--- src/rtl/i2s_audio_tx.sv ---
// rtl/i2s_audio_tx.sv - Philips I2S stereo serializer with fractional BCK/LRCK generation
module i2s_audio_tx #(
  parameter int CLK_RATE   = 32000000,
  parameter int AUDIO_RATE = 48000,
  parameter int AUDIO_DW   = 16
) (
  input  logic                clk,
  input  logic                reset,
  input  logic [AUDIO_DW-1:0] left_chan,
  input  logic [AUDIO_DW-1:0] right_chan,
  output logic                sample_req,
  output logic                i2s_bck,
  output logic                i2s_lrck,
  output logic                i2s_data
);

  // Two ticks per BCK period, 64 BCK periods per frame.
  localparam int STEP  = 128 * AUDIO_RATE;
  localparam int ACC_W = $clog2(CLK_RATE + STEP + 1);
  localparam logic [ACC_W-1:0] STEP_V = ACC_W'(STEP);
  localparam logic [ACC_W-1:0] CLK_V  = ACC_W'(CLK_RATE);

  // Each BCK half-period must span at least two system clocks.
  generate
    if (CLK_RATE < 256 * AUDIO_RATE) begin : g_rate_check
      $error("i2s_audio_tx: CLK_RATE must be at least 256 x AUDIO_RATE");
    end
    if (AUDIO_DW < 8 || AUDIO_DW > 31) begin : g_width_check
      $error("i2s_audio_tx: AUDIO_DW must be within 8..31");
    end
  endgenerate

  logic [ACC_W-1:0]    acc;
  logic [ACC_W-1:0]    acc_sum;
  logic                tick;
  logic                fall;
  logic [5:0]          bitcnt;
  logic [5:0]          bitcnt_nxt;
  logic [4:0]          pos;
  logic [4:0]          idx;
  logic [AUDIO_DW-1:0] lbuf;
  logic [AUDIO_DW-1:0] rbuf;
  logic [AUDIO_DW-1:0] sel_buf;
  logic [31:0]         sel_ext;
  logic                in_word;
  logic                data_nxt;

  // Tick decision, next slot position and the bit that slot position selects.
  always_comb begin
    acc_sum    = acc + STEP_V;
    tick       = (acc_sum >= CLK_V);
    fall       = tick & i2s_bck;
    bitcnt_nxt = bitcnt + 6'd1;
    pos        = bitcnt_nxt[4:0];
    idx        = 5'(AUDIO_DW) - pos;
    sel_buf    = bitcnt_nxt[5] ? rbuf : lbuf;
    sel_ext    = 32'(sel_buf);
    in_word    = (pos != 5'd0) && (int'(pos) <= AUDIO_DW);
    data_nxt   = in_word & sel_ext[idx];
  end

  // Fractional accumulator: exact long-term tick rate, at most 1 clk of jitter.
  always_ff @(posedge clk or posedge reset) begin
    if (reset) begin
      acc <= '0;
    end else if (tick) begin
      acc <= acc_sum - CLK_V;
    end else begin
      acc <= acc_sum;
    end
  end

  // Bit clock toggles on every tick.
  always_ff @(posedge clk or posedge reset) begin
    if (reset) begin
      i2s_bck <= 1'b0;
    end else if (tick) begin
      i2s_bck <= ~i2s_bck;
    end
  end

  // Frame sequencing on BCK falling edges: word select, data, and sample latch at slot 0.
  always_ff @(posedge clk or posedge reset) begin
    if (reset) begin
      bitcnt     <= 6'd63;
      i2s_lrck   <= 1'b0;
      i2s_data   <= 1'b0;
      sample_req <= 1'b0;
      lbuf       <= '0;
      rbuf       <= '0;
    end else begin
      sample_req <= 1'b0;
      if (fall) begin
        bitcnt   <= bitcnt_nxt;
        i2s_lrck <= bitcnt_nxt[5];
        i2s_data <= data_nxt;
        if (bitcnt_nxt == 6'd0) begin
          lbuf       <= left_chan;
          rbuf       <= right_chan;
          sample_req <= 1'b1;
        end
      end
    end
  end

endmodule

--- config.mk ---
export PLATFORM = sky130hd
export DESIGN_NAME = i2s_audio_tx
export DESIGN_NICKNAME = d
export VERILOG_FILES = /design/src/rtl/i2s_audio_tx.sv
export SDC_FILE = /design/constraint.sdc
export NUM_CORES = 1
export LEC_CHECK = 0
export ABC_AREA = 1
export CAP_MARGIN = 20
export CORE_MARGIN = 2
export CORE_UTILIZATION = 61
export CTS_CLUSTER_SIZE = 25
export DETAILED_ROUTE_END_ITERATION = 16
export PLACE_DENSITY = 0.86
export SLEW_MARGIN = 15
export SYNTH_ARGS = -nofsm -noshare
export SYNTH_HDL_FRONTEND = slang
export SYNTH_SLANG_ARGS = --single-unit
--- constraint.sdc ---
create_clock -name clk -period 3.16 [get_ports clk]
set_input_delay 0.632 -clock clk [delete_from_list [all_inputs] [get_ports clk]]
set_output_delay 0.632 -clock clk [all_outputs]
set_load 0.005 [all_outputs]
**After elaboration in Yosys (flattened, before gate mapping)**

Cells that the tools add are included.

- Add/sub/neg operators: 4
- Magnitude comparators: 3
- Multiplexer cells: 6
- Bitwise gates (word level): 3
- Reductions and logical operators: 4

Operator list:

| kind | count |
|---|---|
| $add 26x23->26 const B | 1 |
| $ge 26x25->1 const B | 1 |
| $mux 26 | 1 |
| $sub 26x25->26 const B | 1 |
| $mux 16 | 1 |
| $add 6x1->6 const B | 1 |
| $logic_not 6->1 | 1 |
| $lt 5x6->1 const B | 1 |
| $bmux 1 s5 | 1 |
| $le 5x5->1 const B | 1 |
| $reduce_bool 5->1 | 1 |
| $sub 5x5->5 const A | 1 |
| $mux 1 | 3 |
| $and 1x1->1 | 2 |
| $reduce_and 2->1 | 1 |
| $logic_and 1x1->1 | 1 |
| $not 1->1 | 1 |

- Register bits: 68
- Bits of input ports: 34
- Output and inout bits: 4
- Logic and storage cells: 28

**Depth between registers and ports, before layout**

- Depth in word-level cells: 5
- Gate-level depth with buffers: 16
- Depth with buffers taken out: 16

**Worst setup path after synthesis**

No wires, ideal clock.

- Path type: flip-flop to flip-flop
- Start point: reg acc[14]
- End point: reg lbuf[0]
- Data arrival time: 1.922 ns
- Path slack: 1.121 ns
- Cell stages (with the launch flop): 16
- Buffers on the path: 1
- Cell sequence: dfrtp_1 inv_2 ha_1 nand2_1 nand2_2 xor2_2 nand2_1 nor2_1 nand2_1 nor2_1 nand2_1 nand3_4 nand3_4 buf_6 nand2_1 nand2_1

- Cells in the longest elaborated chain, start to end: 4

Ends and longest elaborated chain:

| element | RTL line | text |
|---|---|---|
| start: declaration | 33 | `logic [ACC_W-1:0] acc;` |
| start signal: assignment | 67 | `acc <= acc_sum - CLK_V;` |
| start signal: assignment | 69 | `acc <= acc_sum;` |
| $add 26x23->26 | 50 | `acc_sum = acc + STEP_V;` |
| $ge 26x25->1 | 51 | `tick = (acc_sum >= CLK_V);` |
| $and 1x1->1 | 52 | `fall = tick & i2s_bck;` |
| $reduce_and 2->1 (no line) | - |  |
| end signal: assignment | 98 | `lbuf <= left_chan;` |
| end: declaration | 41 | `logic [AUDIO_DW-1:0] lbuf;` |

Every way passes these cells.
A chain may end at the register's enable or synchronous reset.

**Worst setup path after layout**

- Start point: reg acc[14]
- End point: reg acc[14]

- Cells in the longest elaborated chain, start to end: 3
- Elaborated cells on any way between the ends: 4

Ends and longest elaborated chain:

| element | RTL line | text |
|---|---|---|
| $add 26x23->26 (*) | 50 |  |
| $sub 26x25->26 or $ge 26x25->1 (tied branches) | 67, 51 |  |
| $mux 26 (*) | 66 | `end else if (tick) begin` |

Mark *: on every way between the ends. The rest lies on a longest branch, timed or not.

==> results.txt <==
status: finished clean
routed len/inst: 13.5 um
gr usage total: 26.9%
CP max FO: 38
post-synthesis sequential area ratio: 41.8%
period utilization: 85.6%
Crit-path slowest cell: dfrtp_1
Logic pwr share: 4.1%
DRT iter0 DRCs: 224
post-route insts no fill: 567
startpoint types: flip-flop
Clk Latency, worst-skew pair: 0.33 ns
Netlist cell types: 36
Initial Utilization: 62.7%
Antenna diodes: 0
MaxCap Viol Count: 0
grt ovf: 0
Fillers: 442
Synth top area share: 37.2%
Syn Inst Count: 458
drt pass-1 iters: 5
f_max: 370 MHz
net switching fraction of the power: 21.5%
VDD IR max: 0.302 mV
Reg power frac: 52.4%
core area: 0.00547 mm2
Final Skew: 0.00624 ns
final hold vios: 0
LEAKAGE: 1.90 nW
root buf cell: clkbuf_8
# resized after CTS: 0
Site Rows: 27
endpoint type of the worst setup path: flip-flop
number of global-route vias before repair: 2832
IO buf count: 37
RSZ-0062 raised after global routing: no
number of buffers created by CTS: 9
crit-path most repeated cell: nand2_1
first-pass GRT wire length: 13200 um
Cell Pwr Density: 352 mW/mm2
cell taking the most area after synthesis: dfrtp_1
drt drc: 0
max-slew violations: 0
nets@finish: 529
synthesis warning total: 0
final RePlAce weighted congestion: 0.908
antenna-violating nets left: 0
Via density: 5.55
HP Class: reg -> reg
NetSw: 299 uW
initial antenna violation count: 0
Final setup viols: 0
cts hold-fix bufs: 0
Die Y: 79.0 um
Crit path largest cell delay: 0.40 ns
commonest non-fill, non-tap cell in the layout: nand2_1
internal power: 1.09 mW
Cell Area, Synth: 0.00343 mm2
crit path DAT: 2.93 ns
power share of the clock group: 43.5%
WP data required: 3.38 ns
CTS sink count: 57
largest cells by area after synthesis: dfrtp_1 (37%), nand2_1 (20%), nand4_1 (6.0%)
area delta synth->final: 15.4%
Mapped Nets: 497
total routed wirelength: 7660 um
CTS tree: built
Slew HR: 67.3%
H-Tree Depth: 3
Post-CTS Setup Bufs: 0
dpl hpwl: 5430 um
Worst-path clk slew: 0.06 ns
Vias: 3148
Die W: 79.0 um
average cell area after synthesis: 7.49 um2
Tmin final: 2.70 ns
worst path cell trace: inv_2 > ha_1 > nand2_1 > nand2_2 > xor2_2 > nand2_1 > nor2_1 > nand2_1 > nor2_1 > nand2_1 > nand3_4 > buf_4 > nand2_1 > nor2_1 > nor2_1
total negative slack: 0 ns
largest net degree at the start of global routing: 39
Seq cells post-synth: 57
share of cells above drive strength 1: 9.09%
most frequent cells in the layout: nand2_1 (179), dfrtp_1 (51), nand3_1 (38)
dpl cells: 551
Crit Path Class: reg -> reg
IO Count: 38
area of the die: 0.00624 mm2
actual slew at the worst max-slew pin: 0.489 ns
Clock Path Buffers: 2
-- critical path, delay by kind of cell (launching register included) --
family | cells | cell delay, ns
AND/OR/NAND/NOR | 11 | 1.25
buffers and inverters | 2 | 0.52
adder cells (fa/ha/maj) | 1 | 0.18
XOR/XNOR | 1 | 0.23
flip-flops | 1 | 0.40
-- power by group through the flow --
| stage | Sequential, mW | Combinational, mW | Clock (mW) |
|---|---|---|---|
| after floorplan | 0.743 | 0.0106 | 0 |
| after global placement | 0.743 | 0.0579 | 0 |
| after detailed placement | 0.743 | 0.0588 | 0 |
| after CTS | 0.730 | 0.0588 | 0.616 |
| after global routing | 0.730 | 0.0633 | 0.649 |
| final | 0.730 | 0.0577 | 0.606 |
-- layer usage --
| layer | vias up | track usage [%] | share of wire, % |
|---|---|---|---|
| li1 | 1544 | - | - |
| met1 | 1486 | 38.4 | 47 |
| met2 | 100 | 41.4 | 47 |
| met3 | 18 | 3.75 | 4.4 |
| met4 | 0 | 11.4 | 2.1 |
| met5 | - | 0 | 0 |
-- synth_stat cells (all sizes together) --
| library cell | count |
|---|---|
| a21o | 1 |
| nor2 | 30 |
| inv | 35 |
| o21ai | 13 |
| nor3b | 1 |
| ha | 5 |
| nor3 | 3 |
| xor2 | 10 |
| nand2 | 187 |
| nand3b | 2 |
| dfrtp | 51 |
| dfstp | 6 |
| clkbuf | 2 |
| xnor2 | 3 |
| or2 | 1 |
| a21oi | 12 |
| nand3 | 41 |
| a211oi | 1 |
| buf | 19 |
| o21bai | 1 |
| o2111ai | 1 |
| nand4 | 33 |
-- through the flow --
step           util (%)  hold WS, ns  power [mW]  area [um2]  setup slack (ns)
2_1_floorplan         -        0.442       0.754        3430              1.12
3_3_place_gp       69.1        0.455       0.801        3780             0.587
3_5_place_dp       69.1        0.459       0.802        3780             0.500
4_1_cts            72.3        0.474        1.40        3960             0.458
5_1_grt            72.3        0.498        1.44        3960             0.161
6_report           72.3        0.473        1.39        3960             0.456
-- final timing paths --
check | from | to | cells after the start | slack [ns]
min reg2reg | lbuf[1]$_DFFE_PP0P_ | lbuf[1]$_DFFE_PP0P_ | 2 | 0.47
max in group asynchronous | reset | bitcnt[5]$_DFFE_PP1P_ | 3 | 1.96
min in group asynchronous | reset | acc[20]$_DFF_PP0_ | 2 | 0.56
max | acc[14]$_DFF_PP0_ | acc[14]$_DFF_PP0_ | 15 | 0.46
max reg2reg | acc[14]$_DFF_PP0_ | acc[14]$_DFF_PP0_ | 15 | 0.46
min | lbuf[1]$_DFFE_PP0P_ | lbuf[1]$_DFFE_PP0P_ | 2 | 0.47
-- flip-flops by register name, summed over array words and instances (netlist names) --
| register | flops |
|---|---|
| i2s_bck | 1 |
| rbuf | 16 |
| lbuf | 16 |
| acc | 15 |
| i2s_data | 1 |
| sample_req | 1 |
| i2s_lrck | 1 |
| bitcnt | 6 |
-- logic make-up (layout without fill, tap and decap cells) --
logic type / after synthesis / count (layout) / synth area share (%)
compound gates: 29 / 29 / 4.56
xor+xnor: 13 / 13 / 4.52
fa+ha+maj: 5 / 5 / 1.82
buf+inv: 56 / 93 / 8.21
flops: 57 / 57 / 41.8
simple gates: 298 / 298 / 39.1
-- layout make-up --
type | count | area (um2) | area share, %
clock buffers | 14 | 163 | 4.11
clock inverters | 2 | 12.5 | 0.316
inverters | 35 | 131 | 3.32
multi-input cells | 345 | 1720 | 43.5
flip-flops and latches | 57 | 1430 | 36.2
well taps | 72 | 90.1 | 2.28
repair buffers | 42 | 408 | 10.3
Power figures use the tool's default switching activity.
